--- config.mk ---
export PLATFORM = sky130hd
export DESIGN_NAME = saturn_bus_arbiter
export DESIGN_NICKNAME = d
export VERILOG_FILES = /design/src/rtl/saturn_bus_arbiter_pkg.sv /design/src/rtl/saturn_phase_gen.sv /design/src/rtl/saturn_bus_arbiter.sv
export SDC_FILE = /design/constraint.sdc
export NUM_CORES = 1
export LEC_CHECK = 0
export ABC_AREA = 1
export ABC_CLOCK_PERIOD_IN_PS = 4220
export CAP_MARGIN = 5
export CORE_MARGIN = 4
export CORE_UTILIZATION = 42
export CTS_CLUSTER_DIAMETER = 60
export DETAILED_ROUTE_END_ITERATION = 6
export HOLD_SLACK_MARGIN = 0.08
export PLACE_DENSITY = 0.73
export SLEW_MARGIN = 25
export SYNTH_ARGS = -nofsm -noshare
export SYNTH_HDL_FRONTEND = slang
export SYNTH_SLANG_ARGS = --single-unit
--- constraint.sdc ---
create_clock -name i_clk -period 4.22 [get_ports i_clk]
set_input_delay 0.422 -clock i_clk [delete_from_list [all_inputs] [get_ports i_clk]]
set_output_delay 0.422 -clock i_clk [all_outputs]
set_load 0.02 [all_outputs]
--- src/rtl/saturn_bus_arbiter_pkg.sv ---
// Shared definitions for the Saturn nibble-bus arbiter: FSM states, owner codes
// and phase constants.
package saturn_bus_arbiter_pkg;

  typedef enum logic [1:0] {
    ST_IDLE = 2'd0,
    ST_ADDR = 2'd1,
    ST_WAIT = 2'd2,
    ST_DONE = 2'd3
  } arb_state_t;

  typedef enum logic {
    OWNER_FETCH = 1'b0,
    OWNER_DATA  = 1'b1
  } owner_t;

  localparam logic [1:0] PHASE_ARB  = 2'd0;
  localparam logic [1:0] PHASE_LAST = 2'd3;

  function automatic logic [3:0] phase_onehot(input logic [1:0] phase);
    return 4'b0001 << phase;
  endfunction

endpackage

--- src/rtl/saturn_phase_gen.sv ---
// Free-running four-phase sequencer: current phase, one-hot phase strobes and a
// count of completed four-phase cycles.
module saturn_phase_gen
  import saturn_bus_arbiter_pkg::*;
(
  input  logic        i_clk,
  input  logic        i_reset_n,
  input  logic        i_clk_en,
  output logic [1:0]  o_phase,
  output logic [3:0]  o_phases,
  output logic [31:0] o_cycle_ctr
);

  always_ff @(posedge i_clk or negedge i_reset_n) begin
    if (!i_reset_n) begin
      o_phase     <= PHASE_ARB;
      o_cycle_ctr <= '0;
    end else if (i_clk_en) begin
      o_phase <= o_phase + 2'd1;
      if (o_phase == PHASE_LAST) o_cycle_ctr <= o_cycle_ctr + 32'd1;
    end
  end

  assign o_phases = phase_onehot(o_phase);

endmodule

--- src/rtl/saturn_bus_arbiter.sv ---
// Saturn nibble-bus arbiter: grants instruction fetch or data access at phase 0,
// runs one ADDR/WAIT/DONE bus transaction with timeout. Define
// SATURN_BUS_ARB_FAIRNESS_EN to let a starved fetch win over data.
module saturn_bus_arbiter
  import saturn_bus_arbiter_pkg::*;
#(
  parameter int STARVE_LIMIT = 4,
  parameter int WAIT_TIMEOUT = 15
) (
  input  logic        i_clk,
  input  logic        i_reset_n,
  input  logic        i_clk_en,
  output logic [3:0]  o_phases,
  output logic [1:0]  o_phase,
  output logic [31:0] o_cycle_ctr,
  input  logic        i_fetch_req,
  input  logic [19:0] i_fetch_addr,
  output logic        o_fetch_ack,
  output logic [3:0]  o_fetch_nibble,
  input  logic        i_data_req,
  input  logic        i_data_we,
  input  logic [19:0] i_data_addr,
  input  logic [3:0]  i_data_wdata,
  output logic        o_data_ack,
  output logic [3:0]  o_data_rdata,
  output logic        o_bus_strobe,
  output logic        o_bus_we,
  output logic [19:0] o_bus_addr,
  output logic [3:0]  o_bus_wdata,
  input  logic        i_bus_ready,
  input  logic [3:0]  i_bus_rdata,
  output logic        o_bus_busy,
  output logic        o_bus_error
);

  arb_state_t state_q, state_d;
  owner_t     owner_q;
  logic [7:0] wait_cnt_q;
  logic       at_arb, starved, grant_data, grant_fetch, wait_timeout;

  saturn_phase_gen u_phase_gen (
    .i_clk       (i_clk),
    .i_reset_n   (i_reset_n),
    .i_clk_en    (i_clk_en),
    .o_phase     (o_phase),
    .o_phases    (o_phases),
    .o_cycle_ctr (o_cycle_ctr)
  );

  assign at_arb       = i_clk_en && (o_phase == PHASE_ARB) && (state_q == ST_IDLE);
  assign grant_data   = at_arb && i_data_req && !(i_fetch_req && starved);
  assign grant_fetch  = at_arb && i_fetch_req && !grant_data;
  assign wait_timeout = (wait_cnt_q == 8'(WAIT_TIMEOUT - 1));

`ifdef SATURN_BUS_ARB_FAIRNESS_EN
  logic [3:0] starve_q;

  assign starved = (starve_q == 4'(STARVE_LIMIT));

  always_ff @(posedge i_clk or negedge i_reset_n) begin
    if (!i_reset_n) begin
      starve_q <= '0;
    end else if (i_clk_en) begin
      if (!i_fetch_req || grant_fetch) starve_q <= '0;
      else if (grant_data && !starved) starve_q <= starve_q + 4'd1;
    end
  end
`else
  logic [3:0] starve_limit_unused;

  assign starved             = 1'b0;
  assign starve_limit_unused = 4'(STARVE_LIMIT);
`endif

  always_ff @(posedge i_clk or negedge i_reset_n) begin
    if (!i_reset_n) state_q <= ST_IDLE;
    else            state_q <= state_d;
  end

  always_comb begin
    state_d      = state_q;
    o_bus_strobe = 1'b0;
    o_fetch_ack  = 1'b0;
    o_data_ack   = 1'b0;
    case (state_q)
      ST_IDLE: if (grant_data || grant_fetch) state_d = ST_ADDR;
      ST_ADDR: begin
        o_bus_strobe = 1'b1;
        if (i_clk_en) state_d = ST_WAIT;
      end
      ST_WAIT: if (i_clk_en && (i_bus_ready || wait_timeout)) state_d = ST_DONE;
      ST_DONE: begin
        o_fetch_ack = (owner_q == OWNER_FETCH);
        o_data_ack  = (owner_q == OWNER_DATA);
        if (i_clk_en) state_d = ST_IDLE;
      end
      default: state_d = ST_IDLE;
    endcase
  end

  // Write transactions leave the read-data outputs untouched, even on timeout.
  always_ff @(posedge i_clk or negedge i_reset_n) begin
    if (!i_reset_n) begin
      owner_q        <= OWNER_FETCH;
      wait_cnt_q     <= '0;
      o_bus_we       <= 1'b0;
      o_bus_addr     <= '0;
      o_bus_wdata    <= '0;
      o_bus_busy     <= 1'b0;
      o_bus_error    <= 1'b0;
      o_fetch_nibble <= '0;
      o_data_rdata   <= '0;
    end else if (i_clk_en) begin
      case (state_q)
        ST_IDLE: begin
          if (grant_data) begin
            owner_q     <= OWNER_DATA;
            o_bus_addr  <= i_data_addr;
            o_bus_we    <= i_data_we;
            o_bus_wdata <= i_data_wdata;
            o_bus_busy  <= 1'b1;
          end else if (grant_fetch) begin
            owner_q     <= OWNER_FETCH;
            o_bus_addr  <= i_fetch_addr;
            o_bus_we    <= 1'b0;
            o_bus_wdata <= '0;
            o_bus_busy  <= 1'b1;
          end
        end
        ST_ADDR: wait_cnt_q <= '0;
        ST_WAIT: begin
          if (i_bus_ready) begin
            if (!o_bus_we) begin
              if (owner_q == OWNER_FETCH) o_fetch_nibble <= i_bus_rdata;
              else                        o_data_rdata   <= i_bus_rdata;
            end
          end else if (wait_timeout) begin
            o_bus_error <= 1'b1;
            if (!o_bus_we) begin
              if (owner_q == OWNER_FETCH) o_fetch_nibble <= 4'h0;
              else                        o_data_rdata   <= 4'h0;
            end
          end else begin
            wait_cnt_q <= wait_cnt_q + 8'd1;
          end
        end
        ST_DONE: o_bus_busy <= 1'b0;
        default: ;
      endcase
    end
  end

endmodule

* After elaboration in Yosys (flattened, before gate mapping) *
Cells that the tools add are included.

cells by class
  add/sub/neg operators = 3
  reduce and logical (&&, ||, !) cells = 23
  bitwise operators = 2
  multiplexer cells = 33
  shift operators = 1
  eq/ne operators = 18

operator list
  operator                                                                  number
  4-bit 2-to-1 mux                                                          14
  20-bit 2-to-1 mux                                                         2
  32-bit by 1-bit adder with 32-bit output (second input constant)          1
  2-bit inequality test (second input constant)                             10
  8-bit 2-to-1 mux                                                          2
  8-bit one-hot mux with 2 select lines                                     1
  7-bit AND reduction                                                       2
  4-bit AND reduction                                                       3
  8-bit by 1-bit adder with 8-bit output (second input constant)            1
  8-bit by 4-bit == test with 1-bit output (second input constant)          1
  1-bit 2-to-1 mux                                                          8
  2-bit 2-to-1 mux                                                          4
  2-bit one-hot mux with 4 select lines                                     1
  2-bit nonzero test                                                        4
  2-bit == test (second input constant)                                     3
  1-bit logical AND                                                         6
  3-bit AND reduction                                                       2
  2-bit logical NOT                                                         2
  2-bit by 1-bit inequality test with 1-bit output (second input constant)  2
  1-bit by 2-bit left shift with 4-bit output (first input constant)        1
  3-bit inequality test (second input constant)                             1
  2-bit by 1-bit adder with 2-bit output (second input constant)            1
  2-bit by 1-bit == test with 1-bit output (second input constant)          1
  1-bit logical OR                                                          2
  other kinds (4)                                                           5

word-level totals
  bits in registers = 80
  output and inout bits = 76
  bits of input ports = 55
  logic and storage cells = 92

* Depth between registers and ports, before layout *
Gate-level depths: netlist (run 1).

  depth after elaboration = 9
  depth in mapped cells = 11
  depth with buffers taken out = 11

* By module *
A second synthesis (run 1) with hierarchy kept.

second synthesis, totals
  cell total of the unflattened synthesis = 506
  area total of the unflattened synthesis = 4235.3 µm²

modules (own cells, without submodules)
  module              seq. area each (µm²)  instances  area an instance (µm²)  cells each
  saturn_bus_arbiter  1151.1                1          2404.8                  287
  saturn_phase_gen    850.8                 1          1830.5                  219

* Worst setup path before layout (run 1) *
Ideal clock, no wire load.

  path kind = flip-flop to flip-flop
  start point = reg u_phase_gen.o_phase[0]
  end point = reg u_phase_gen.o_cycle_ctr[26]
  slack = 2423 ps
  data arrival time = 1680 ps
  cell stages (with the launch flop) = 11
  period minus slack after synthesis = 1797 ps
  required time = 4102 ps
  path through = dfrtp_1 -> ha_1 -> nand2_8 -> nor2_8 -> nand2_4 -> nor2_4 -> nand2_4 -> nor2_8 -> nand2_2 -> nand2_1 -> nand2_1

on the way
  longest elaborated chain between the ends = 2

ends and longest elaborated chain
  what                                  line                    source
  from (decl)                           saturn_phase_gen.sv:9   output logic [1:0] o_phase,
  from (signal assigned)                saturn_phase_gen.sv:19  o_phase <= o_phase + 2'd1;
  2-bit == test                         saturn_phase_gen.sv:20  if (o_phase == PHASE_LAST) o_cycle_ctr <= o_cycle_ctr + 32'd1;
  2-bit AND reduction (no source line)  n/a
  to (signal assigned)                  saturn_phase_gen.sv:20
  to (decl)                             saturn_phase_gen.sv:11  output logic [31:0] o_cycle_ctr

No other way between the ends.
A chain may end at the register's enable or synchronous reset.

* Final worst setup path (run 1) *
  start point = in i_clk_en
  end point = reg state_q[1]

on the way
  longest elaborated chain between the ends = 8
  elaborated cells between the ends (all ways) = 13

ends and longest elaborated chain
  what                                                               line                      source
  from (decl)                                                        saturn_bus_arbiter.sv:12  input logic i_clk_en,
  1-bit logical AND (2 in a row)                                     saturn_bus_arbiter.sv:50  assign at_arb = i_clk_en && (o_phase == PHASE_ARB) && (state_q == ST_IDLE);
  1-bit logical AND                                                  saturn_bus_arbiter.sv:51  assign grant_data = at_arb && i_data_req && !(i_fetch_req && starved);
  1-bit logical NOT                                                  saturn_bus_arbiter.sv:52  assign grant_fetch = at_arb && i_fetch_req && !grant_data;
  1-bit logical AND                                                  saturn_bus_arbiter.sv:52
  1-bit logical OR                                                   saturn_bus_arbiter.sv:86  ST_IDLE: if (grant_data || grant_fetch) state_d = ST_ADDR;
  2-bit by 1-bit inequality test with 1-bit output (no source line)  n/a
  4-bit AND reduction (no source line) *                             n/a
  to (signal assigned)                                               saturn_bus_arbiter.sv:77  else state_q <= state_d;
  to (decl)                                                          saturn_bus_arbiter.sv:36  arb_state_t state_q, state_d;

Mark *: on every way between the ends. The rest lies on a longest branch, timed or not.

==> results.yml, run 1 <==
status:
  status: "finished clean"
layout:
  area_delta_synth_final_pct: 37.0
  fill_cells: 859
  layout.nets: 705
  drive_above_1_share: 0.0776
  n_antenna_cell: 0
  multi_input_area_mm2: 0.00199
  seq_area_mm2: 0.00200
route:
  routed_wl_mm: 10.9
  avgViaCountPerCell: 4.98
  ant_nets: 0
  routedWlPerCell_um: 14.0
  vias: 3867
  detail_route.iter0.violations: 164
  post-route-drc-count: 0
  dr.pass1.iters: 4
timing:
  fin_crit_sh: 0.561
  fmax_mhz: 422
  finalHoldViolCount: 0
  slew_violations: 0
  slew_headroom: 0.533
  fin_setup_tns_ns: 0
  setup_viol: 0
  hold_ws_ns: 0.108
  period_minus_slack_ns: 2.37
  fin_skew_ns: 0.00931
  worst_slew_pin_slew_ns: 0.700
  grt_setup_unrepaired: "no"
worst_setup_path:
  start_kind: "primary input"
  cp.required_ns: 4.45
  path_delay_family: "buffers and inverters"
  critPathKind: "primary input to register"
  cpMostUsedCell: "nand2_1"
  arrival_ns: 2.60
  ff2ff_setup_slack_ns: 2.03
  r2r_cells: 11
  rr_endpoint: "state_q[1]$_DFFE_PN0P_"
  cp_slowest_cell: "clkdlybuf4s50_1"
  crit_fanout: 25
  reg2reg_from: "u_phase_gen.o_phase[0]$_DFFE_PN0P_"
  cpPeakStageDelay_ns: 0.83
  end_kind: "register"
  cp_cell_sequence: "clkdlybuf4s50_1 -> nand3_4 -> nor2_4 -> inv_2 -> nand2_1 -> nand2_1 -> inv_2 -> nand2_1 -> nand2_1 -> nand2_1"
  worst-path-buf-inv: 3
hold_path:
  worstHoldPathType: "primary input to async pin"
clock_tree:
  clk_path_buf_depth: 2
  cts_made_buffers: 9
  cts.repair.resized: 0
  clock_sinks: 80
  clk_pin_slew_ns: 0.08
  root_buffer: "clkbuf_8"
  cts_tree: "yes"
  holdBufCountCts: 0
  clk_latency_ns: 0.34
  post_cts_buffers: 0
  h-tree-depth: 3
synthesis:
  yosysUniqueCellTypes: 32
  netlist_area_mm2: 0.00428
  synth_edf_count: 0
  ys_seq_area_frac: 0.468
  synthArstFlopShare: 1.00
  syn_nets: 577
  syn_avg_cell_area_um2: 8.37
  dominantRegCellSynth: "dfrtp_1"
  yosysWarnings: 0
  ys_ff_latch: 80
  synthCells: 511
floorplanning:
  die_w_um: 109
  core_area_mm2: 0.00986
  die_y_um: 109
  ios: 131
  die_area_mm2: 0.0119
  start_util: 0.434
  num_rows: 36
power_and_ir_drop:
  leakage_nw: 2.81
  ir_drop_v: 0.000304
  seqPwrFrac: 0.383
  p_sw_frac: 0.392
  totalPowerFinal_mw: 2.98
  p_clk_frac: 0.184
  comb_power_share: 0.434
  p_per_area_mw_per_mm2: 509
  p_sw_mw: 1.17
  internal_power_mw: 1.81
grt:
  grt_pass1_wl_mm: 17.9
  antenna_found_initial: 0
  grt_max_degree: 81
  overflow: 0
  gr-usage-all-layers: 0.191
  grt_pass1_vias: 3835
place:
  place_congestion: 0.893
  port_buffers: 130
  hpwl_mm: 8.25
flow_run:
  maxCapViolations: 0
==> worst max-delay path by stage <==
stage | cells after the start | end | from | slack [ns]
detailed placement | 10 | state_q[1]$_DFFE_PN0P_ | i_clk_en | 1.49
finish | 10 | state_q[1]$_DFFE_PN0P_ | i_clk_en | 1.85
floorplan | 10 | u_phase_gen.o_cycle_ctr[26]$_DFFE_PN0P_ | u_phase_gen.o_phase[0]$_DFFE_PN0P_ | 2.42
global route | 10 | state_q[1]$_DFFE_PN0P_ | i_clk_en | 1.64
global placement | 10 | state_q[1]$_DFFE_PN0P_ | i_clk_en | 1.62
CTS | 10 | state_q[1]$_DFFE_PN0P_ | i_clk_en | 1.86
==> worst register-to-register path: cells and delay by family (launching register included) <==
family,cells,cell delay (ns)
fa+ha+maj,1,0.22
simple gates,7,0.93
buf+inv,3,0.48
flops,1,0.46
==> metrics by stage <==
step / setup WS [ns] / instance area [um^2] / util / instances
6_report: 1.85 / 5860 / 0.594 / 777
5_1_grt: 1.64 / 5860 / 0.594 / 777
4_1_cts: 1.86 / 5860 / 0.594 / 777
3_5_place_dp: 1.49 / 5670 / 0.575 / 761
3_3_place_gp: 1.62 / 5670 / 0.575 / 761
2_1_floorplan: 2.42 / 4280 / - / 511
==> power groups by stage <==
stage	Clock [mW]	Sequential (mW)	Combinational, mW
after floorplan	0	1.32	0.510
after global placement	0	1.15	1.27
after detailed placement	0	1.14	1.31
after CTS	0.562	1.14	1.31
after global routing	0.591	1.17	1.41
final	0.548	1.14	1.29
==> state kept, by name, indices dropped and copies added (netlist names) <==
| register | cells |
|---|---|
| state_q | 2 |
| u_phase_gen.o_phase | 2 |
| o_fetch_nibble | 4 |
| wait_cnt_q | 8 |
| o_bus_error | 1 |
| u_phase_gen.o_cycle_ctr | 32 |
| o_bus_busy | 1 |
| o_data_rdata | 4 |
| o_bus_addr | 20 |
| o_bus_wdata | 4 |
| o_bus_we | 1 |
| owner_q | 1 |
==> cell families (layout without fill, tap and decap cells) <==
kind of cell / Yosys count / in the layout / share of synthesized area
compound gates: 63 / 63 / 0.0819
xor+xnor: 25 / 25 / 0.0530
fa+ha+maj: 11 / 11 / 0.0322
buf+inv: 70 / 203 / 0.0673
flops: 80 / 80 / 0.468
simple gates: 262 / 262 / 0.298
==> synth_stat cells, types with 3 or more instances <==
master,instances,area (um^2)
nand3_1,31,155
ha_1,11,138
dfrtp_1,80,2000
buf_2,6,30.0
nor2_1,48,180
nand4_1,19,119
nor2_4,7,78.8
inv_2,4,15.0
a22o_1,4,35.0
xnor2_1,12,105
nand2_2,5,31.3
nor3_1,4,20.0
inv_1,53,199
nor2_8,3,60.1
xor2_1,12,105
o21bai_1,3,22.5
o21ai_0,28,140
nand2_4,3,33.8
o21ai_1,25,125
clkbuf_1,3,11.3
nand2_1,132,495
nor2_2,5,31.3
==> final cells by class <==
class	count	share of cell area
clock inverter	6	0.0102
timing repair buffer	130	0.222
inverter	57	0.0365
multi-input combinational	361	0.339
tap	133	0.0284
sequential	80	0.342
clock buffer	10	0.0218
==> routing by layer <==
layer  track usage  wire length, um  vias up
met2         0.309             5100      145
met4        0.0821              340        0
li1              -                -     1892
met3        0.0456              690       24
met5             0                0        -
met1         0.243             4740     1806
==> cells in the final DEF, fill, tap and decap left out, types with 12 or more instances in the layout <==
master           netlist  routed
clkdlybuf4s50_1        0     129
dfrtp_1               80      80
inv_1                 53      53
nand2_1              132     132
nand3_1               31      31
nand4_1               19      19
nor2_1                48      48
o21ai_0               28      28
o21ai_1               25      25
xnor2_1               12      12
xor2_1                12      12
(Power assumes the default switching activity.)
==> run 2: changes to the inputs <==
--- a/config.mk
+++ b/config.mk
@@ -6,7 +6,7 @@
 export NUM_CORES = 1
 export LEC_CHECK = 0
 export ABC_AREA = 1
-export ABC_CLOCK_PERIOD_IN_PS = 4220
+export ABC_CLOCK_PERIOD_IN_PS = 2300
 export CAP_MARGIN = 5
 export CORE_MARGIN = 4
 export CORE_UTILIZATION = 42
==> constraint.sdc (replaced) <==
create_clock -name i_clk -period 2.3 [get_ports i_clk]
set_input_delay 0.23 -clock i_clk [delete_from_list [all_inputs] [get_ports i_clk]]
set_output_delay 0.23 -clock i_clk [all_outputs]
set_load 0.02 [all_outputs]
==> run 2 against run 1 <==
Effect of this change: total power grew 82%; cell area is 0.88% higher; die area unchanged; final cell count is 0.77% higher; combinational power up 86%; clock skew shrank 0.00051 ns; hold slack better by 0.27 ns; sequential cell count is the same; worst setup slack got worse by 1.6 ns; critical path depth shrank 6; non-clock buffer count increased by 8; highest routed layer unchanged.
==> results.yml, run 2 (same netlist as run 1, synthesis figures left out) <==
layout:
  postLayoutCellArea_mm2: 0.00591
  n_antenna_cell: 0
  top_regs: "u_phase_gen.o_cycle_ctr x32, o_bus_addr x20, wait_cnt_q x8"
  largest_reg_flops: 32
  layout.nets: 713
  fill_cells: 865
  largest_register: "u_phase_gen.o_cycle_ctr"
  utilization: 0.599
  area_delta_synth_final_pct: 38.2
  drive_above_1_share: 0.0862
  mostFrequentLayoutCells: "132 x nand2_1, 129 x clkdlybuf4s50_1, 80 x dfrtp_1"
  layout_commonest_cell: "nand2_1"
worst_setup_path:
  path_delay_family: "buffers and inverters"
  cp.required_ns: 2.07
  cp_cell_sequence: "ha_1 -> inv_1 -> nor2_1 -> clkdlybuf4s50_1"
  arrival_ns: 1.80
  critPathKind: "register to output port"
  r2r_cells: 7
  cp_slowest_cell: "clkdlybuf4s50_1"
  ff2ff_setup_slack_ns: 0.36
  worst-path-buf-inv: 2
  end_kind: "output port"
  start_kind: "register"
  crit_fanout: 4
  cpPeakStageDelay_ns: 0.61
  rr_endpoint: "wait_cnt_q[0]$_DFFE_PN0P_"
  reg2reg_from: "state_q[0]$_DFFE_PN0P_"
timing:
  grt_setup_unrepaired: "no"
  hold_ws_ns: 0.382
  finalHoldViolCount: 0
  period_minus_slack_ns: 2.03
  slew_headroom: 0.553
  fin_setup_tns_ns: 0
  fin_skew_ns: 0.00880
  fin_crit_sh: 0.880
  fmax_mhz: 494
  setup_viol: 0
  worst_slew_pin_slew_ns: 0.669
  slew_violations: 0
clock_tree:
  clk_latency_ns: 0.35
  cts.repair.resized: 0
  clock_sinks: 80
  post_cts_buffers: 0
  h-tree-depth: 3
  holdBufCountCts: 1
  cts_made_buffers: 9
  cts_tree: "yes"
  root_buffer: "clkbuf_8"
  clk_path_buf_depth: 2
  clk_pin_slew_ns: 0.08
floorplanning:
  die_y_um: 109
  num_rows: 36
  ios: 131
  die_w_um: 109
  start_util: 0.434
  die_area_mm2: 0.0119
  core_area_mm2: 0.00986
route:
  ant_nets: 0
  routed_wl_mm: 11.2
  avgViaCountPerCell: 5.00
  routedWlPerCell_um: 14.3
  vias: 3914
  dr.pass1.iters: 4
  post-route-drc-count: 0
  detail_route.iter0.violations: 130
power_and_ir_drop:
  leakage_nw: 2.84
  p_per_area_mw_per_mm2: 919
  totalPowerFinal_mw: 5.43
  ir_drop_v: 0.000645
grt:
  grt_pass1_vias: 3943
  gr-usage-all-layers: 0.201
  antenna_found_initial: 0
  grt_pass1_wl_mm: 18.7
  grt_max_degree: 42
  overflow: 0
hold_path:
  worstHoldPathType: "primary input to async pin"
place:
  dpl_cell_area_mm2: 0.00572
  port_buffers: 130
  hpwl_mm: 8.52
  place_congestion: 0.899
status:
  status: "finished clean"
flow_run:
  maxCapViolations: 0
-- run 2: worst max path at each step --
stage                                       startpoint                                       to  slack (ns)  depth (start not counted)
finish                          state_q[0]$_DFFE_PN0P_                              o_fetch_ack        0.27                          4
CTS                             state_q[0]$_DFFE_PN0P_                              o_fetch_ack        0.26                          4
detailed placement                            i_clk_en                o_bus_addr[7]$_DFFE_PN0P_        0.20                          6
global placement                              i_clk_en                      owner_q$_DFFE_PN0P_        0.28                          5
floorplan           u_phase_gen.o_phase[0]$_DFFE_PN0P_  u_phase_gen.o_cycle_ctr[26]$_DFFE_PN0P_        0.50                         10
global route                    state_q[1]$_DFFE_PN0P_                              o_fetch_ack        0.11                          4
-- run 2: per-stage QoR --
| stage | setup WS [ns] | instances |
|---|---|---|
| final | 0.275 | 783 |
| after global routing | 0.113 | 783 |
| after CTS | 0.258 | 783 |
| after detailed placement | 0.204 | 768 |
| after global placement | 0.284 | 768 |
| after floorplan | 0.503 | 511 |
-- run 2: layer usage --
metal	share of wire	wire length, um	GRT usage
met4	0.021	234	0.0739
met1	0.42	4730	0.254
met5	0	0	0
met2	0.48	5410	0.332
met3	0.074	834	0.0539
-- run 2: worst register-to-register path, delay by kind of cell, from the launching register on --
family | cells | cell delay, ns
buf+inv | 1 | 0.09
flops | 1 | 0.43
simple gates | 3 | 0.46
fa+ha+maj | 1 | 0.48
compound gates | 2 | 0.35
-- run 2: layout make-up --
type	count	area (um^2)	area share
flip-flops and latches	80	2000	0.339
clock buffers	12	165	0.0279
well taps	133	166	0.0282
clock inverters	2	15.0	0.00254
inverters	57	214	0.0362
multi-input cells	361	1990	0.336
repair buffers	138	1360	0.230
-- run 2: power by group --
| group | internal (mW) | leakage [nW] | total (mW) | switching, mW |
|---|---|---|---|---|
| logic | 1.07 | 1.71 | 2.40 | 1.33 |
| registers | 1.77 | 1.04 | 2.07 | 0.298 |
| clock network | 0.469 | 0.0866 | 0.958 | 0.490 |
| total | 3.31 | 2.84 | 5.43 | 2.12 |
==> run 3: changes to the inputs <==
--- a/config.mk
+++ b/config.mk
@@ -10,6 +10,7 @@
 export CAP_MARGIN = 5
 export CORE_MARGIN = 4
 export CORE_UTILIZATION = 42
+export CTS_BUF_LIST = sky130_fd_sc_hd__clkbuf_4 sky130_fd_sc_hd__clkbuf_8
 export CTS_CLUSTER_DIAMETER = 60
 export DETAILED_ROUTE_END_ITERATION = 6
 export HOLD_SLACK_MARGIN = 0.08
==> results of run 3 <==
No change in the layout: final DEF, timing and power equal those of run 2.
